### src/rtl/rst_sequencer.sv
// Staged reset sequencer: holds every channel in reset for a programmable
// time after the last reset cause, then releases channels in index order with
// a fixed gap. Software can restart the sequence through a req/ack handshake.
module rst_sequencer #(
  parameter int unsigned NUM_CH      = 3,
  parameter int unsigned HOLD_CYCLES = 4,
  parameter int unsigned STAGE_GAP   = 2,
  parameter int unsigned CNTW        =
    $clog2(((HOLD_CYCLES > STAGE_GAP) ? HOLD_CYCLES : STAGE_GAP) + 1)
) (
  input  logic              clk_i,
  input  logic              rst_i,
  input  logic              soft_rst_req_i,
  output logic              soft_rst_ack_o,
  output logic [NUM_CH-1:0] rst_o,
  output logic              all_rel_o,
  output logic              busy_o
);

  localparam int unsigned CHW = (NUM_CH > 1) ? $clog2(NUM_CH) : 1;

  localparam logic [CNTW-1:0] HoldLoad = CNTW'(HOLD_CYCLES - 1);
  localparam logic [CNTW-1:0] GapLoad  = CNTW'(STAGE_GAP - 1);
  localparam logic [CHW-1:0]  LastCh   = CHW'(NUM_CH - 1);

  typedef enum logic [1:0] {
    StHold,
    StRelease,
    StRun
  } state_e;

  state_e            state, state_next;
  logic [CNTW-1:0]   cnt, cnt_next;
  logic [CHW-1:0]    ch, ch_next;
  logic [NUM_CH-1:0] rst_q, rst_next;
  logic              ack_q, ack_next;

  // State register; rst_i overrides everything, including a pending soft request.
  always_ff @(posedge clk_i) begin
    if (rst_i) begin
      state <= StHold;
      cnt   <= HoldLoad;
      ch    <= '0;
      rst_q <= '1;
      ack_q <= 1'b0;
    end else begin
      state <= state_next;
      cnt   <= cnt_next;
      ch    <= ch_next;
      rst_q <= rst_next;
      ack_q <= ack_next;
    end
  end

  // Next-state: count down the hold, then clear one channel per gap expiry.
  always_comb begin
    state_next = state;
    cnt_next   = cnt;
    ch_next    = ch;
    rst_next   = rst_q;
    ack_next   = 1'b0;
    unique case (state)
      StHold: begin
        if (cnt == '0) begin
          rst_next[0] = 1'b0;
          if (NUM_CH == 1) begin
            state_next = StRun;
          end else begin
            state_next = StRelease;
            ch_next    = CHW'(1);
            cnt_next   = GapLoad;
          end
        end else begin
          cnt_next = cnt - CNTW'(1);
        end
      end
      StRelease: begin
        if (cnt == '0) begin
          for (int unsigned k = 0; k < NUM_CH; k++) begin
            if (ch == CHW'(k)) rst_next[k] = 1'b0;
          end
          ch_next  = ch + CHW'(1);
          cnt_next = GapLoad;
          if (ch == LastCh) state_next = StRun;
        end else begin
          cnt_next = cnt - CNTW'(1);
        end
      end
      StRun: begin
        rst_next = '0;
        // Soft requests are only honoured once the previous sequence completed.
        if (soft_rst_req_i) begin
          state_next = StHold;
          cnt_next   = HoldLoad;
          ch_next    = '0;
          rst_next   = '1;
          ack_next   = 1'b1;
        end
      end
      default: begin
        state_next = StHold;
        cnt_next   = HoldLoad;
        ch_next    = '0;
        rst_next   = '1;
      end
    endcase
  end

  assign rst_o          = rst_q;
  assign soft_rst_ack_o = ack_q;
  assign all_rel_o      = (state == StRun);
  assign busy_o         = (state != StRun);

endmodule
### config.mk
export PLATFORM = sky130hd
export DESIGN_NAME = rst_sequencer
export DESIGN_NICKNAME = d
export VERILOG_FILES = /design/src/rtl/rst_sequencer.sv
export SDC_FILE = /design/constraint.sdc
export NUM_CORES = 1
export LEC_CHECK = 0
export CORE_AREA = 5 5 42 44
export CTS_BUF_LIST = sky130_fd_sc_hd__clkbuf_4 sky130_fd_sc_hd__clkbuf_8 sky130_fd_sc_hd__clkbuf_16
export DETAILED_ROUTE_END_ITERATION = 6
export DIE_AREA = 0 0 47 49
export GPL_TIMING_DRIVEN = 0
export SYNTH_ARGS = -nofsm -noshare
export SYNTH_HDL_FRONTEND = slang
export SYNTH_SLANG_ARGS = --single-unit
### constraint.sdc
create_clock -name clk_i -period 1 [get_ports clk_i]
set_input_delay 0.1 -clock clk_i [delete_from_list [all_inputs] [get_ports clk_i]]
set_output_delay 0.1 -clock clk_i [all_outputs]
set_load 0.05 [all_outputs]
==> metrics.yaml, run 1 <==
sta:
  finalCriticalPeriod_ns: 1.13
  setup_viol: 11
  finalHoldWorstSlack_ns: 0.452
  hold_violations: 0
  fin_skew_ns: 0.000509
  slew_headroom_pct: 80.9
  rsz0062_at_grt: "yes"
  fin_setup_tns_ns: -0.867
  fin_crit_sh_pct: 113
  tightest_slew_ns: 0.286
  max_freq_ghz: 0.886
  setup_slack_ns: -0.128
  slew_viol_final: 0
global_routing:
  grt_use_total_pct: 12.7
  grt_pass1_vias: 468
  grt_pass1_wl_mm: 2.00
  grt_overflow_total: 0
  grt_max_degree: 8
  antenna_found_initial: 0
setup_path:
  crit_family: "simple AND/OR/NAND/NOR gates"
  r2r-start: "cnt[0]"
  critPathKind: "register to register"
  cp-start-kind: "register"
  worst-path-max-fanout: 3
  path_buf_inv: 0
  r2r_end: "ch[1]"
  reg2reg_slack_ns: -0.13
  crit_required_ns: 1.16
  reg2reg_depth: 3
  worstSetupEndpointType: "register"
  cpPeakStageDelay_ns: 0.40
  arrival_ns: 1.29
  cp_slowest_cell: "or3_4"
  path_cells: "or3_4, o211ai_1, a21oi_1"
outcome:
  status: "finished with violations"
  violations: "negative setup slack"
logic_synthesis:
  synth_cells: 53
  ys_ff_latch: 11
  synth_top_area_cell: "dfxtp_1"
  avgSynthCellArea_um2: 9.51
  syn_area_um2: 504
  yosysTopAreaCellShare_pct: 43.7
  syn-num-nets: 59
  synth_area_leaders: "dfxtp_1 (44%), ha_1 (7.4%), nor3b_2 (5.0%)"
  ys_async_sr_fraction_pct: 0
  ys.flop_type: "dfxtp_1"
  synth_cell_type_count: 28
  ys_seq_area_share_pct: 43.7
  yosysMostFrequentCell: "dfxtp_1"
  ys_warn_count: 0
  synth_edf_count: 0
  synth_top_cells_by_count: "dfxtp_1 (11), nand2_1 (4), a21oi_1 (3), ha_1 (3), inv_1 (3)"
routing:
  drcViolationCount: 0
  vias_per_cell: 5.13
  dr.pass1.iters: 4
  ant_nets: 0
  route.vias.total: 457
  drt-total-wl_mm: 1.17
  initialDrtViolationCount: 4
  wire_per_inst_um: 13.2
clock_network:
  cts_tree: "done"
  clock-root-buffer: "clkbuf_4"
  clk_latency_ns: 0.28
  cts-buffers-inserted: 3
  cts.hold.buffers_added: 0
  cts_buffer_depth: 2
  cts_sinks: 11
  clkTransAtPathRegs_ns: 0.07
  cts_max_level: 1
placement:
  preCtsSetupSlack_ns: -0.514
  io_buffers: 8
  globalplace.congestion: 0.731
  dp_hpwl_um: 678
finish:
  areaGrowthSynthToFinish_pct: 49.1
  n_antenna_cell: 0
  fin_nets: 80
  layout-drive-gt1-share_pct: 47.9
worst_hold_path:
  hold_path_depth: 1
  worstHoldEndpoint: "rst_o[2]"
  min_from: "rst_o[2]"
  hp-class: "register to register"
floorplan:
  start_util_pct: 36.0
  coreArea_um2: 1400
  ioPinCount: 9
  die_x_um: 47
  row_count: 14
  die_y_um: 49
  die_area_um2: 2300
power_and_ir_drop:
  powerDensity_nw_per_um2: 1180
  p_leak_nw: 0.312
  ir_worst_vdd_mv: 0.648
job:
  cap_violations: 0
## report_power, final
| part | internal, W | switching, W | leakage [nW] |
|---|---|---|---|
| combinational | 0.0000394 | 0.0000434 | 0.201 |
| sequential | 0.000445 | 0.0000169 | 0.0924 |
| clock | 0.000182 | 0.000158 | 0.0184 |
## flip-flops by register name, summed over array words and instances (netlist names)
name            count
state               2
rst_o               3
ch                  2
cnt                 3
soft_rst_ack_o      1
## per-layer routing
| layer | up-vias | share of wire (%) | global-route usage [%] |
|---|---|---|---|
| li1 | 227 | - | - |
| met1 | 211 | 42 | 14.0 |
| met2 | 13 | 47 | 18.6 |
| met3 | 6 | 6.7 | 3.69 |
| met4 | 0 | 5.0 | 11.1 |
| met5 | - | 0 | 0 |
## worst max path at each step
stage	startpoint	to	slack, ns	cells past startpoint
3_5_place_dp	state[1]	all_rel_o	-0.51	3
6_report	cnt[0]	ch[1]	-0.13	3
5_1_grt	state[1]	cnt[0]	-0.19	4
2_1_floorplan	state[0]	soft_rst_ack_o	-0.11	4
4_1_cts	cnt[0]	ch[1]	-0.15	3
3_3_place_gp	state[1]	all_rel_o	-0.52	3
## cell usage in the layout (no fill, tap or decap)
| cell type | count |
|---|---|
| nor3b_4 | 1 |
| and3b_1 | 1 |
| nor2_4 | 1 |
| buf_2 | 2 |
| or2_1 | 1 |
| nor3b_2 | 2 |
| mux2i_1 | 1 |
| nor3_1 | 1 |
| dfxtp_2 | 2 |
| ha_1 | 3 |
| and2b_2 | 1 |
| nand3_1 | 2 |
| and3_1 | 1 |
| nand2_1 | 4 |
| o21ai_0 | 1 |
| or3_4 | 1 |
| nor2_1 | 2 |
| nand4_1 | 1 |
| dfxtp_1 | 6 |
| buf_6 | 2 |
| buf_4 | 8 |
| a41oi_1 | 1 |
| dfxtp_4 | 3 |
| clkdlybuf4s50_1 | 2 |
| buf_8 | 1 |
| o21ai_1 | 2 |
| inv_1 | 3 |
| a21oi_1 | 3 |
| inv_6 | 2 |
| clkbuf_4 | 6 |
| o211ai_1 | 2 |
| a21bo_1 | 1 |
| nor3_4 | 1 |
| o21ai_4 | 1 |
| a31oi_2 | 1 |
## what timing repair did
| item | in CTS | in global routing |
|---|---|---|
| buffers inserted | 8 | 1 |
| endpoints found under the setup margin | 16 | 14 |
| gates resized for setup | 45 | 6 |
| pin swaps | 5 | 3 |
| cloned | 0 | 0 |
## area by class of cell
| type | count | area [um2] |
|---|---|---|
| well taps | 16 | 20.0 |
| flip-flops and latches | 11 | 234 |
| repair buffers | 17 | 143 |
| multi-input cells | 36 | 297 |
| clock buffers | 4 | 30.0 |
| fillers | 133 | 649 |
| inverters | 5 | 28.8 |
## stage by stage
step	power, W	instances	instance area (um2)	utilization [%]
after floorplan	0.000519	53	531	-
after global placement	0.000544	77	631	45.0
after detailed placement	0.000544	77	631	45.0
after CTS	0.000895	89	732	52.2
after global routing	0.000928	89	752	53.7
final	0.000885	89	752	53.7
## logic make-up (layout without fill, tap and decap cells)
family,Yosys count,count (layout),synth area share [%]
AOI/OAI and AO/OA,12,12,15.6
adders and majority gates,3,3,7.44
buffers and inverters,6,26,5.96
DFF,11,11,43.7
muxes,1,1,1.99
and+or+nand+nor,20,20,25.3
No activity file was read; power rests on OpenSTA's default activity.
==> run 2, diff against run 1 <==
- CORE_AREA: 5 5 42 44 -> 2 2 39 41
- DIE_AREA: 0 0 47 49 -> 0 0 41 43
- SLEW_MARGIN: unset -> 10
==> metrics.yaml, run 2 (synthesized netlist as in run 1, its figures left out) <==
global_routing:
  grt_max_degree: 8  # unchanged
  antenna_found_initial: 0  # unchanged
  grt_overflow_total: 0  # unchanged
  grt_pass1_wl_mm: 1.88  # -5.9%
  grt_use_total_pct: 16.4  # +3.7 points
  grt_pass1_vias: 427  # -8.8%
placement:
  io_buffers: 8  # unchanged
  globalplace.congestion: 0.723  # -1.0%
  preCtsSetupSlack_ns: -0.522  # -0.00813 ns
  dp_hpwl_um: 698  # +3.0%
floorplan:
  die_area_um2: 1760  # -23%
  start_util_pct: 36.4  # +0.46 points
  die_x_um: 41  # -13%
  row_count: 14  # unchanged
  die_y_um: 43  # -12%
  ioPinCount: 9  # unchanged
  coreArea_um2: 1380  # -1.2%
setup_path:
  arrival_ns: 1.32  # +0.03 ns
  worstSetupEndpointType: "register"
  crit_family: "simple AND/OR/NAND/NOR gates"
  cp-startpoint: "state[1]"
  cpPeakStageDelay_ns: 0.37  # -0.03 ns
  critPathKind: "register to register"
  cp_slowest_cell: "dfxtp_4"
  worst-path-max-fanout: 6  # +3
  crit_required_ns: 1.16  # about the same
  cp-start-kind: "register"
  r2r-start: "state[1]"
  path_buf_inv: 1  # +1
  path_cells: "buf_6, nor3b_4, mux2i_1, or2_1"
finish:
  final_common_cell: "buf_4"
  n_antenna_cell: 0  # unchanged
  utilization_pct: 56.3  # +2.7 points
  layout-drive-gt1-share_pct: 52.0  # +4.1 points
  areaGrowthSynthToFinish_pct: 54.6
  fin_nets: 82  # +2.5%
  n_fill_cell: 125  # -6.0%
  final_cell_mix: "buf_4 (10), dfxtp_1 (6), clkbuf_4 (6), nand2_1 (4)"
clock_network:
  cts_buffer_depth: 2  # unchanged
  cts_max_level: 1  # unchanged
  cts-buffers-inserted: 3  # unchanged
  cts.hold.buffers_added: 0  # unchanged
  clk_latency_ns: 0.27  # about the same
  clock-root-buffer: "clkbuf_4"
  cts_tree: "done"
  cts_sinks: 11  # unchanged
  clkTransAtPathRegs_ns: 0.07  # about the same
worst_hold_path:
  hp-class: "register to register"
  min_from: "rst_o[2]"
routing:
  route.vias.total: 470  # +2.8%
  drt-total-wl_mm: 1.30  # +11%
  wire_per_inst_um: 14.3  # +8.1%
  drcViolationCount: 0  # unchanged
  vias_per_cell: 5.16  # +0.58%
  initialDrtViolationCount: 4  # unchanged
  ant_nets: 0  # unchanged
  dr.pass1.iters: 5  # +1
sta:
  slew_headroom_pct: 78.7  # -2.2 points
  rsz0062_at_grt: "yes"
  fin_crit_sh_pct: 116  # +3.2 points
  finalHoldWorstSlack_ns: 0.456  # +0.00346 ns
  setup_viol: 10  # -1
  fin_setup_tns_ns: -0.973  # -0.105 ns
  fin_skew_ns: 0.00521  # +0.00470 ns
  slew_viol_final: 0  # unchanged
  max_freq_ghz: 0.862  # -2.8%
  hold_violations: 0  # unchanged
  tightest_slew_ns: 0.319  # +0.0329 ns
  finalCriticalPeriod_ns: 1.16  # +0.0325 ns
  setup_slack_ns: -0.161  # -0.0325 ns
power_and_ir_drop:
  power_frac_comb_pct: 10.3  # +0.9 points
  ir_worst_vdd_mv: 0.836  # +29%
  switching_share_pct: 25.2  # +0.51 points
  switching_power_w: 0.000226  # +3.7%
  internal_power_w: 0.000673  # +0.94%
  seq_power_share_pct: 51.8  # -0.4 points
  powerDensity_nw_per_um2: 1150  # -2.0%
  clock_power_share_pct: 37.9  # -0.5 points
  finalPower_w: 0.000899  # +1.6%
  p_leak_nw: 0.321  # +3.0%
job:
  cap_violations: 0  # unchanged
outcome:
  violations: "negative setup slack"
  status: "finished with violations"
run 2: worst paths after layout:
path	end	slack [ns]	cells after the start
worst max-delay path	cnt[0]	-0.16	4
worst min-delay path	rst_o[2]	0.46	1
worst max register to register	cnt[0]	-0.16	4
worst min register to register	rst_o[2]	0.46	1
run 2: metrics by stage:
step / cell area [um2] / cells
finish: 779 / 91
global route: 779 / 91
CTS: 707 / 87
detailed placement: 631 / 77
global placement: 631 / 77
floorplan: 531 / 53
run 2: area by class of cell:
type,count,area [um2],share of cell area (%)
clock buffer,4,30.0,3.85
sequential,11,231,29.7
tap,16,20.0,2.57
timing repair buffer,19,158,20.2
multi-input combinational,36,312,40.0
inverter,5,28.8,3.69
run 2: power by group through the flow:
stage	clock (W)	sequential, W	combinational [W]
2_1_floorplan	0	0.000478	0.0000409
3_3_place_gp	0	0.000472	0.0000734
3_5_place_dp	0	0.000472	0.0000736
4_1_cts	0.000335	0.000461	0.0000903
5_1_grt	0.000379	0.000468	0.000100
6_report	0.000341	0.000466	0.0000927
run 2: metal layers:
layer,track usage [%],part of all wire (%),vias to the layer above,wire length (um)
met2,24.4,53,16,691
met3,5.24,5.2,2,68
li1,-,-,232,-
met5,0,0,-,0
met4,6.67,1.5,0,19
met1,21.0,40,220,519
run 2: what timing repair did:
item | 4_1_cts | 5_1_grt
resized for setup | 41 | 12
pin swaps | 2 | 3
setup buffers | 6 | 5
endpoints found under the setup margin | 16 | 14
